<file path="src/rtl/dsd_rx_pkg.sv">
// Shared definitions for the DSD serial path: receiver FSM states and the
// default word width / idle timeout used by both transmitter and receiver.
package dsd_rx_pkg;

    typedef enum logic {
        IDLE   = 1'b0,
        ACTIVE = 1'b1
    } dsd_rx_state_t;

    localparam int DSD_DW_DEFAULT      = 16;
    localparam int DSD_TIMEOUT_DEFAULT = 64;
    localparam int DSD_SYNC_DEFAULT    = 2;

endpackage

</file>
<file path="src/rtl/dsd_rx_sync.sv">
// N-bit multi-flop synchroniser bank. All bits share the same depth so that
// signals launched together stay aligned after synchronisation.
module dsd_rx_sync #(
    parameter int N      = 3,
    parameter int STAGES = 2
) (
    input  logic         clk,
    input  logic         rst,
    input  logic [N-1:0] d,
    output logic [N-1:0] q
);

    logic [N-1:0] stg [STAGES];

    // Shift the asynchronous inputs through STAGES flops; cleared on reset
    always_ff @(posedge clk) begin
        if (rst) begin
            for (int i = 0; i < STAGES; i++) begin
                stg[i] <= '0;
            end
        end else begin
            stg[0] <= d;
            for (int i = 1; i < STAGES; i++) begin
                stg[i] <= stg[i-1];
            end
        end
    end

    assign q = stg[STAGES-1];

endmodule

</file>
<file path="src/rtl/dsd_rx.sv">
// DSD serial receiver: oversamples dclk/ldata/rdata with bclk, deserialises
// MSB-first into DW-bit word pairs and flags loss of dclk activity.
module dsd_rx
    import dsd_rx_pkg::*;
#(
    parameter int DW          = DSD_DW_DEFAULT,
    parameter int TIMEOUT     = DSD_TIMEOUT_DEFAULT,
    parameter int SYNC_STAGES = DSD_SYNC_DEFAULT
) (
    input  logic          bclk,
    input  logic          rst,
    input  logic          dclk,
    input  logic          ldata,
    input  logic          rdata,
    input  logic          align_i,
    output logic          valid_o,
    output logic [DW-1:0] ldata_o,
    output logic [DW-1:0] rdata_o,
    output logic          active_o
);

    localparam int BW = (DW > 1) ? $clog2(DW) : 1;
    localparam int TW = (TIMEOUT > 1) ? $clog2(TIMEOUT) : 1;
    localparam logic [BW-1:0] BCNT_LAST  = BW'(DW - 1);
    localparam logic [TW-1:0] TIMER_LAST = TW'(TIMEOUT - 1);

    dsd_rx_state_t state, state_next;

    logic [2:0]    sync_q;
    logic          dclk_s, ldata_s, rdata_s;
    logic          dclk_d;
    logic          edge_det;
    logic [BW-1:0] bcnt;
    logic [TW-1:0] timer;
    logic [DW-1:0] shift_l, shift_r;
    logic [DW-1:0] word_l, word_r;

    // Saturating increment: the idle timer must never wrap back to zero
    function automatic logic [TW-1:0] timer_sat_inc(input logic [TW-1:0] t);
        return (t == TIMER_LAST) ? t : t + TW'(1);
    endfunction

    dsd_rx_sync #(
        .N      (3),
        .STAGES (SYNC_STAGES)
    ) u_sync (
        .clk (bclk),
        .rst (rst),
        .d   ({dclk, ldata, rdata}),
        .q   (sync_q)
    );

    assign dclk_s  = sync_q[2];
    assign ldata_s = sync_q[1];
    assign rdata_s = sync_q[0];

    // Delayed copy of synced dclk for rising-edge detection
    always_ff @(posedge bclk) begin
        if (rst) begin
            dclk_d <= 1'b0;
        end else begin
            dclk_d <= dclk_s;
        end
    end

    assign edge_det = dclk_s & ~dclk_d;

    // Words as they would look with the current sample shifted in
    assign word_l = {shift_l[DW-2:0], ldata_s};
    assign word_r = {shift_r[DW-2:0], rdata_s};

    // FSM state register
    always_ff @(posedge bclk) begin
        if (rst) begin
            state <= IDLE;
        end else begin
            state <= state_next;
        end
    end

    // FSM next state: first edge wakes the link, a quiet TIMEOUT window idles it
    always_comb begin
        state_next = state;
        case (state)
            IDLE:    if (edge_det) state_next = ACTIVE;
            ACTIVE:  if (!edge_det && timer == TIMER_LAST) state_next = IDLE;
            default: state_next = IDLE;
        endcase
    end

    // FSM outputs
    always_comb begin
        active_o = (state == ACTIVE);
    end

    // Deserialiser: shift registers, bit counter, idle timer and word outputs
    always_ff @(posedge bclk) begin
        if (rst) begin
            valid_o <= 1'b0;
            ldata_o <= '0;
            rdata_o <= '0;
            shift_l <= '0;
            shift_r <= '0;
            bcnt    <= '0;
            timer   <= '0;
        end else begin
            valid_o <= 1'b0;
            if (state == IDLE) begin
                timer <= '0;
                bcnt  <= '0;
                if (edge_det) begin
                    // First edge after idle is always the MSB of a new word
                    shift_l <= word_l;
                    shift_r <= word_r;
                    bcnt    <= BW'(1);
                end
            end else if (edge_det) begin
                timer   <= '0;
                shift_l <= word_l;
                shift_r <= word_r;
                if (bcnt == BCNT_LAST) begin
                    // A completing bit is always delivered, even with align_i
                    ldata_o <= word_l;
                    rdata_o <= word_r;
                    valid_o <= 1'b1;
                    bcnt    <= '0;
                end else if (align_i) begin
                    bcnt <= BW'(1);
                end else begin
                    bcnt <= bcnt + BW'(1);
                end
            end else if (timer == TIMER_LAST) begin
                // Link went quiet: drop the partial word, keep last outputs
                timer <= '0;
                bcnt  <= '0;
            end else begin
                timer <= timer_sat_inc(timer);
                if (align_i) begin
                    bcnt <= '0;
                end
            end
        end
    end

endmodule

</file>
<file path="config.mk">
export PLATFORM = sky130hd
export DESIGN_NAME = dsd_rx
export DESIGN_NICKNAME = d
export VERILOG_FILES = /design/src/rtl/dsd_rx_pkg.sv /design/src/rtl/dsd_rx_sync.sv /design/src/rtl/dsd_rx.sv
export SDC_FILE = /design/constraint.sdc
export NUM_CORES = 1
export LEC_CHECK = 0
export CORE_ASPECT_RATIO = 0.9
export CORE_MARGIN = 5
export CORE_UTILIZATION = 40
export CTS_CLUSTER_DIAMETER = 120
export DETAILED_ROUTE_END_ITERATION = 6
export GPL_TIMING_DRIVEN = 1
export RECOVER_POWER = 50
export SLEW_MARGIN = 5
export SYNTH_ARGS = -nofsm -noshare
export SYNTH_HDL_FRONTEND = slang
export SYNTH_SLANG_ARGS = --single-unit
</file>
<file path="constraint.sdc">
create_clock -name bclk -period 2.9 [get_ports bclk]
set_input_delay 0.87 -clock bclk [delete_from_list [all_inputs] [get_ports bclk]]
set_output_delay 0.87 -clock bclk [all_outputs]
set_load 0.02 [all_outputs]
</file>
# Word level (Yosys, flattened, before mapping)
# Memory sizes are Yosys's and may differ from the RTL's.
# Index checks and enable logic that the tools add are counted.
# word_totals
regBits,75
mem_bits_rw,6
in_bits,6
out_inout_bits,34
word_cells,42
n_memories,1
# classes
n_addsub,2
n_eq_ne,3
muxes,16
n_bitwise,6
reduce_logical,5
# memory_table
memory,depth,word_bits,rd,rd_ports_with_merged_regs,write_ports,line_no,source
u_sync.stg,2,3,2,0,2,dsd_rx_sync.sv:13,logic [N-1:0] stg [STAGES];
# op_table
operator,count
$mux 4,6
$mux 1,7
$add 6x1->6 const B,1
$eq 6x6->1 const B,1
$mux 3,2
$add 4x1->4 const B,1
$eq 4x4->1 const B,1
$ne 4x2->1 const B,1
$reduce_or 4->1,1
$not 1->1,3
$reduce_and 3->1,1
$reduce_or 3->1,1
$or 1x1->1,2
$pmux 1 s2,1
$and 1x1->1,1
$logic_and 1x1->1,1
$logic_not 1->1,1

# Logic depth before layout (Yosys ltp)
# logic_depth
depth_word,6
mapped_depth,6
mapped_depth_nobuf,4

# By module
# A second synthesis with hierarchy kept.
# unflattened
hier_cells,353
hier_area_um2,3060.4
# modules_own_cells
module,instances,cells_each,area_each_um2,seq_area_each_um2
dsd_rx,1,338,2880.3,1501.4
dsd_rx_sync,1,15,180.2,120.1

# Worst setup path before layout
# Ideal clock, no wire load.
# synth_path
kind,input to register
from,in rst
to,reg bcnt[0]
arrival_time_ns,1.513
required_time_ns,2.768
slack_ns,1.254
stages,3
n_path_buf,2
cell_sequence,clkbuf_1 -> clkbuf_1 -> o32ai_1
# synth_rtl
element,line_no,source
"start, declared",dsd_rx.sv:11,"input logic rst,"
"end signal, assigned",dsd_rx.sv:130,bcnt <= bcnt + BW'(1);
"end, declared",dsd_rx.sv:33,logic [BW-1:0] bcnt;
# No word-level cell between the ends.

# Worst setup path in the final report
# layout_path
from,in rst
to,reg valid_o
# layout_via
elab_chain_cells,1
# layout_lines
element,line_no,source
$reduce_or 3->1 (no source line),--,
"end signal, assigned",dsd_rx.sv:99,valid_o <= 1'b0;
"end signal, assigned",dsd_rx.sv:107,valid_o <= 1'b0;
"end signal, assigned",dsd_rx.sv:125,valid_o <= 1'b1;
"end, declared",dsd_rx.sv:16,"output logic valid_o,"
# No other way between the ends.
# A chain may end at the register's enable or synchronous reset.

==> flow_metrics.env <==
export IMPL_rsz0062_at_grt="false"
export IMPL_chipHeight_um=92.52
export IMPL_syn_avg_cell_area_sq_um=8.598
export IMPL_detail_route_antenna_nets=0
export IMPL_timing_setup_tns_ns=0
export IMPL_fin_nets=386
export IMPL_grt_pass1_vias=2333
export IMPL_core_area_sq_mm=0.007470
export IMPL_cts_resized=0
export IMPL_post_cts_setup_buffer_count=0
export IMPL_grt_max_degree=58
export IMPL_syn_inst=352
export IMPL_wl_mm=6.136
export IMPL_power_per_cell_area_mw_per_mm2=591.4
export IMPL_cp_max_fo=57
export IMPL_reg2reg_to="ldata_o[9]$_SDFFE_PP0P_"
export IMPL_syn_to_final_growth_pct=20.92
export IMPL_initial_utilization_pct=40.52
export IMPL_maxCapViolCount=0
export IMPL_grt_overflow=0
export IMPL_ys_warn_count=0
export IMPL_peakVddDrop_uv=327.1
export IMPL_slew_headroom_pct=3.354
export IMPL_cts_htree_levels=3
export IMPL_drc=0
export IMPL_status="finished, final reports clean"
export IMPL_setup_viol=0
export IMPL_reg2reg_depth=4
export IMPL_placementRows=30
export IMPL_clk_pin_slew_ns=0.08
export IMPL_final_cell_mix="81 x dfxtp_1, 66 x a21oi_1, 63 x nand2_1"
export IMPL_path_depth=3
export IMPL_io_pins=40
export IMPL_diodes=0
export IMPL_cp_required_ns=3.08
export IMPL_layout_commonest_cell="dfxtp_1"
export IMPL_post_route_util_pct=49.00
export IMPL_ys_seq_area_share_pct=53.58
export IMPL_reg2reg_from="u_sync.stg[0][5]$_SDFF_PP0_"
export IMPL_synth_nets=360
export IMPL_drtIter0Drc=164
export IMPL_numPortBuffers=39
export IMPL_fin_cells=479
export IMPL_cts_hold_buf=0
export IMPL_p_leak_uw=0.001150
export IMPL_die_w_um=101.7
export IMPL_worst_slew_pin_slew_ns=1.450
export IMPL_crit_buf_inv=2
export IMPL_cts_buffers=9
export IMPL_hold_violations=0
export IMPL_hold_class="flop to flop"
export IMPL_die_area_sq_mm=0.009408
export IMPL_dpl_cell_count=463
export IMPL_yosysUniqueCellTypes=33
export IMPL_drive_above_1_share_pct=6.527
export IMPL_num_vias=2418
export IMPL_path_class="primary input to flop"
export IMPL_clk_path_buf_depth=2
export IMPL_timing_final_crit_share_pct=81.91
export IMPL_synth_area_sq_mm=0.003027
export IMPL_slew_violations=0
export IMPL_setup_worst_path_end="valid_o$_SDFF_PP0_"
export IMPL_grt_usage_pct=14.16
export IMPL_r2r_slack_ns=0.63
export IMPL_routedWlPerCell_um=12.81
export IMPL_grt_pass1_wl_mm=10.80
export IMPL_cts_tree="yes"
export IMPL_timing_fmax_mhz=421.0
export IMPL_crit_slowest_cell="clkbuf_2"
export IMPL_root_buffer="clkbuf_8"
export IMPL_crit_start="rst"
export IMPL_start_kind="primary input"
export IMPL_fin_worst_skew_ns=0.007382
export IMPL_worstPathArrival_ns=2.56
export IMPL_hpwl_mm=3.670
export IMPL_cts_sinks=81
export IMPL_min_period_ns=2.375
export IMPL_routabilityCongestion=0.7769
export IMPL_antenna_found_initial=0
export IMPL_path_delay_family="buffers and inverters"
export IMPL_synth_seq_cells=81
export IMPL_cp_end_kind="flop"
export IMPL_clk_latency_ns=0.34
export IMPL_first_pass_iters=4
export IMPL_path_cells="clkbuf_1, clkbuf_2, nor3_1"
export IMPL_max_stage_delay_ns=0.98
export IMPL_via_per_inst=5.048
## registers in the layout (all words and copies together) (netlist names)
name	count
timer	6
shift_l	15
u_sync.stg	6
active_o	1
bcnt	4
rdata_o	16
dclk_d	1
shift_r	15
valid_o	1
ldata_o	16
## Yosys cell counts
library cell  number  share of area (%)
and2b_1            1               0.25
nand3_2            4                1.3
nand4_1            1               0.21
nand2_1           63                7.8
buf_4              2               0.50
buf_6              1               0.37
and3_1             1               0.21
nand2b_1           2               0.41
buf_2              8                1.3
nand3_1           33                5.5
a311oi_1           1               0.29
clkbuf_1          16                2.0
buf_12             2                1.3
or3_1              1               0.21
a211oi_1           1               0.25
o32ai_1            2               0.58
nor3_1             1               0.17
and4_1             1               0.29
nor2b_1            9                1.9
xnor2_1            2               0.58
a21oi_1           66                 11
a21boi_0           1               0.25
buf_8              1               0.50
nand3b_1           2               0.50
and4b_1            1               0.33
nand4b_1           1               0.29
o211ai_1           2               0.50
inv_1              2               0.25
ha_1               2               0.83
o21ai_0           35                5.8
xor2_1             1               0.29
nor2_1             5               0.62
dfxtp_1           81                 54
## metal layers
metal | routed length, um | up-vias | GRT usage [%]
li1 | - | 1253 | -
met1 | 3135 | 1121 | 18.29
met2 | 2662 | 39 | 21.30
met3 | 283 | 5 | 5.271
met4 | 55 | 0 | 5.537
met5 | 0 | - | 0
## power by group
group | internal, uW | leakage [uW] | total (uW) | switching, uW
registers | 1120 | 0.000654 | 1120 | 3.61
logic | 15.4 | 0.000377 | 57.7 | 42.2
clock network | 594 | 0.000120 | 986 | 391
total | 1730 | 0.00115 | 2160 | 437
## layout make-up
class	instances	area [sq um]
fillers	721	3810
flip-flops and latches	81	1622
multi-input cells	239	1219
repair buffers	45	447.9
clock buffers	11	141.4
well taps	96	120.1
clock inverters	5	102.6
inverters	2	7.507
## how the worst min path moves through the flow
stage                                      from                          end  slack (ns)  cells past startpoint
floorplan           u_sync.stg[0][0]$_SDFF_PP0_  u_sync.stg[0][3]$_SDFF_PP0_        0.41                      1
global placement    u_sync.stg[0][1]$_SDFF_PP0_  u_sync.stg[0][4]$_SDFF_PP0_        0.42                      1
detailed placement  u_sync.stg[0][1]$_SDFF_PP0_  u_sync.stg[0][4]$_SDFF_PP0_        0.42                      1
CTS                 u_sync.stg[0][1]$_SDFF_PP0_  u_sync.stg[0][4]$_SDFF_PP0_        0.44                      1
global route        u_sync.stg[0][1]$_SDFF_PP0_  u_sync.stg[0][4]$_SDFF_PP0_        0.46                      1
finish              u_sync.stg[0][1]$_SDFF_PP0_  u_sync.stg[0][4]$_SDFF_PP0_        0.45                      1
## through the flow
stage,setup slack (ns),total power (uW),hold WS [ns],instance area [sq um]
detailed placement,1.010,1208,0.4246,3437
floorplan,1.254,1189,0.4138,3027
finish,0.5247,2164,0.4456,3660
global placement,1.018,1208,0.4199,3437
CTS,0.6396,2193,0.4441,3681
global route,0.3427,2251,0.4641,3660
## kinds of logic (layout without fill, tap and decap cells)
logic type / after synthesis / count (layout) / share of synthesized area [%]
simple gates: 126 / 126 / 19.93
compound gates: 108 / 108 / 18.56
fa+ha+maj: 2 / 2 / 0.8267
buf+inv: 32 / 63 / 6.242
xor+xnor: 3 / 3 / 0.8683
flops: 81 / 81 / 53.58
No activity file was read; power rests on OpenSTA's default activity.
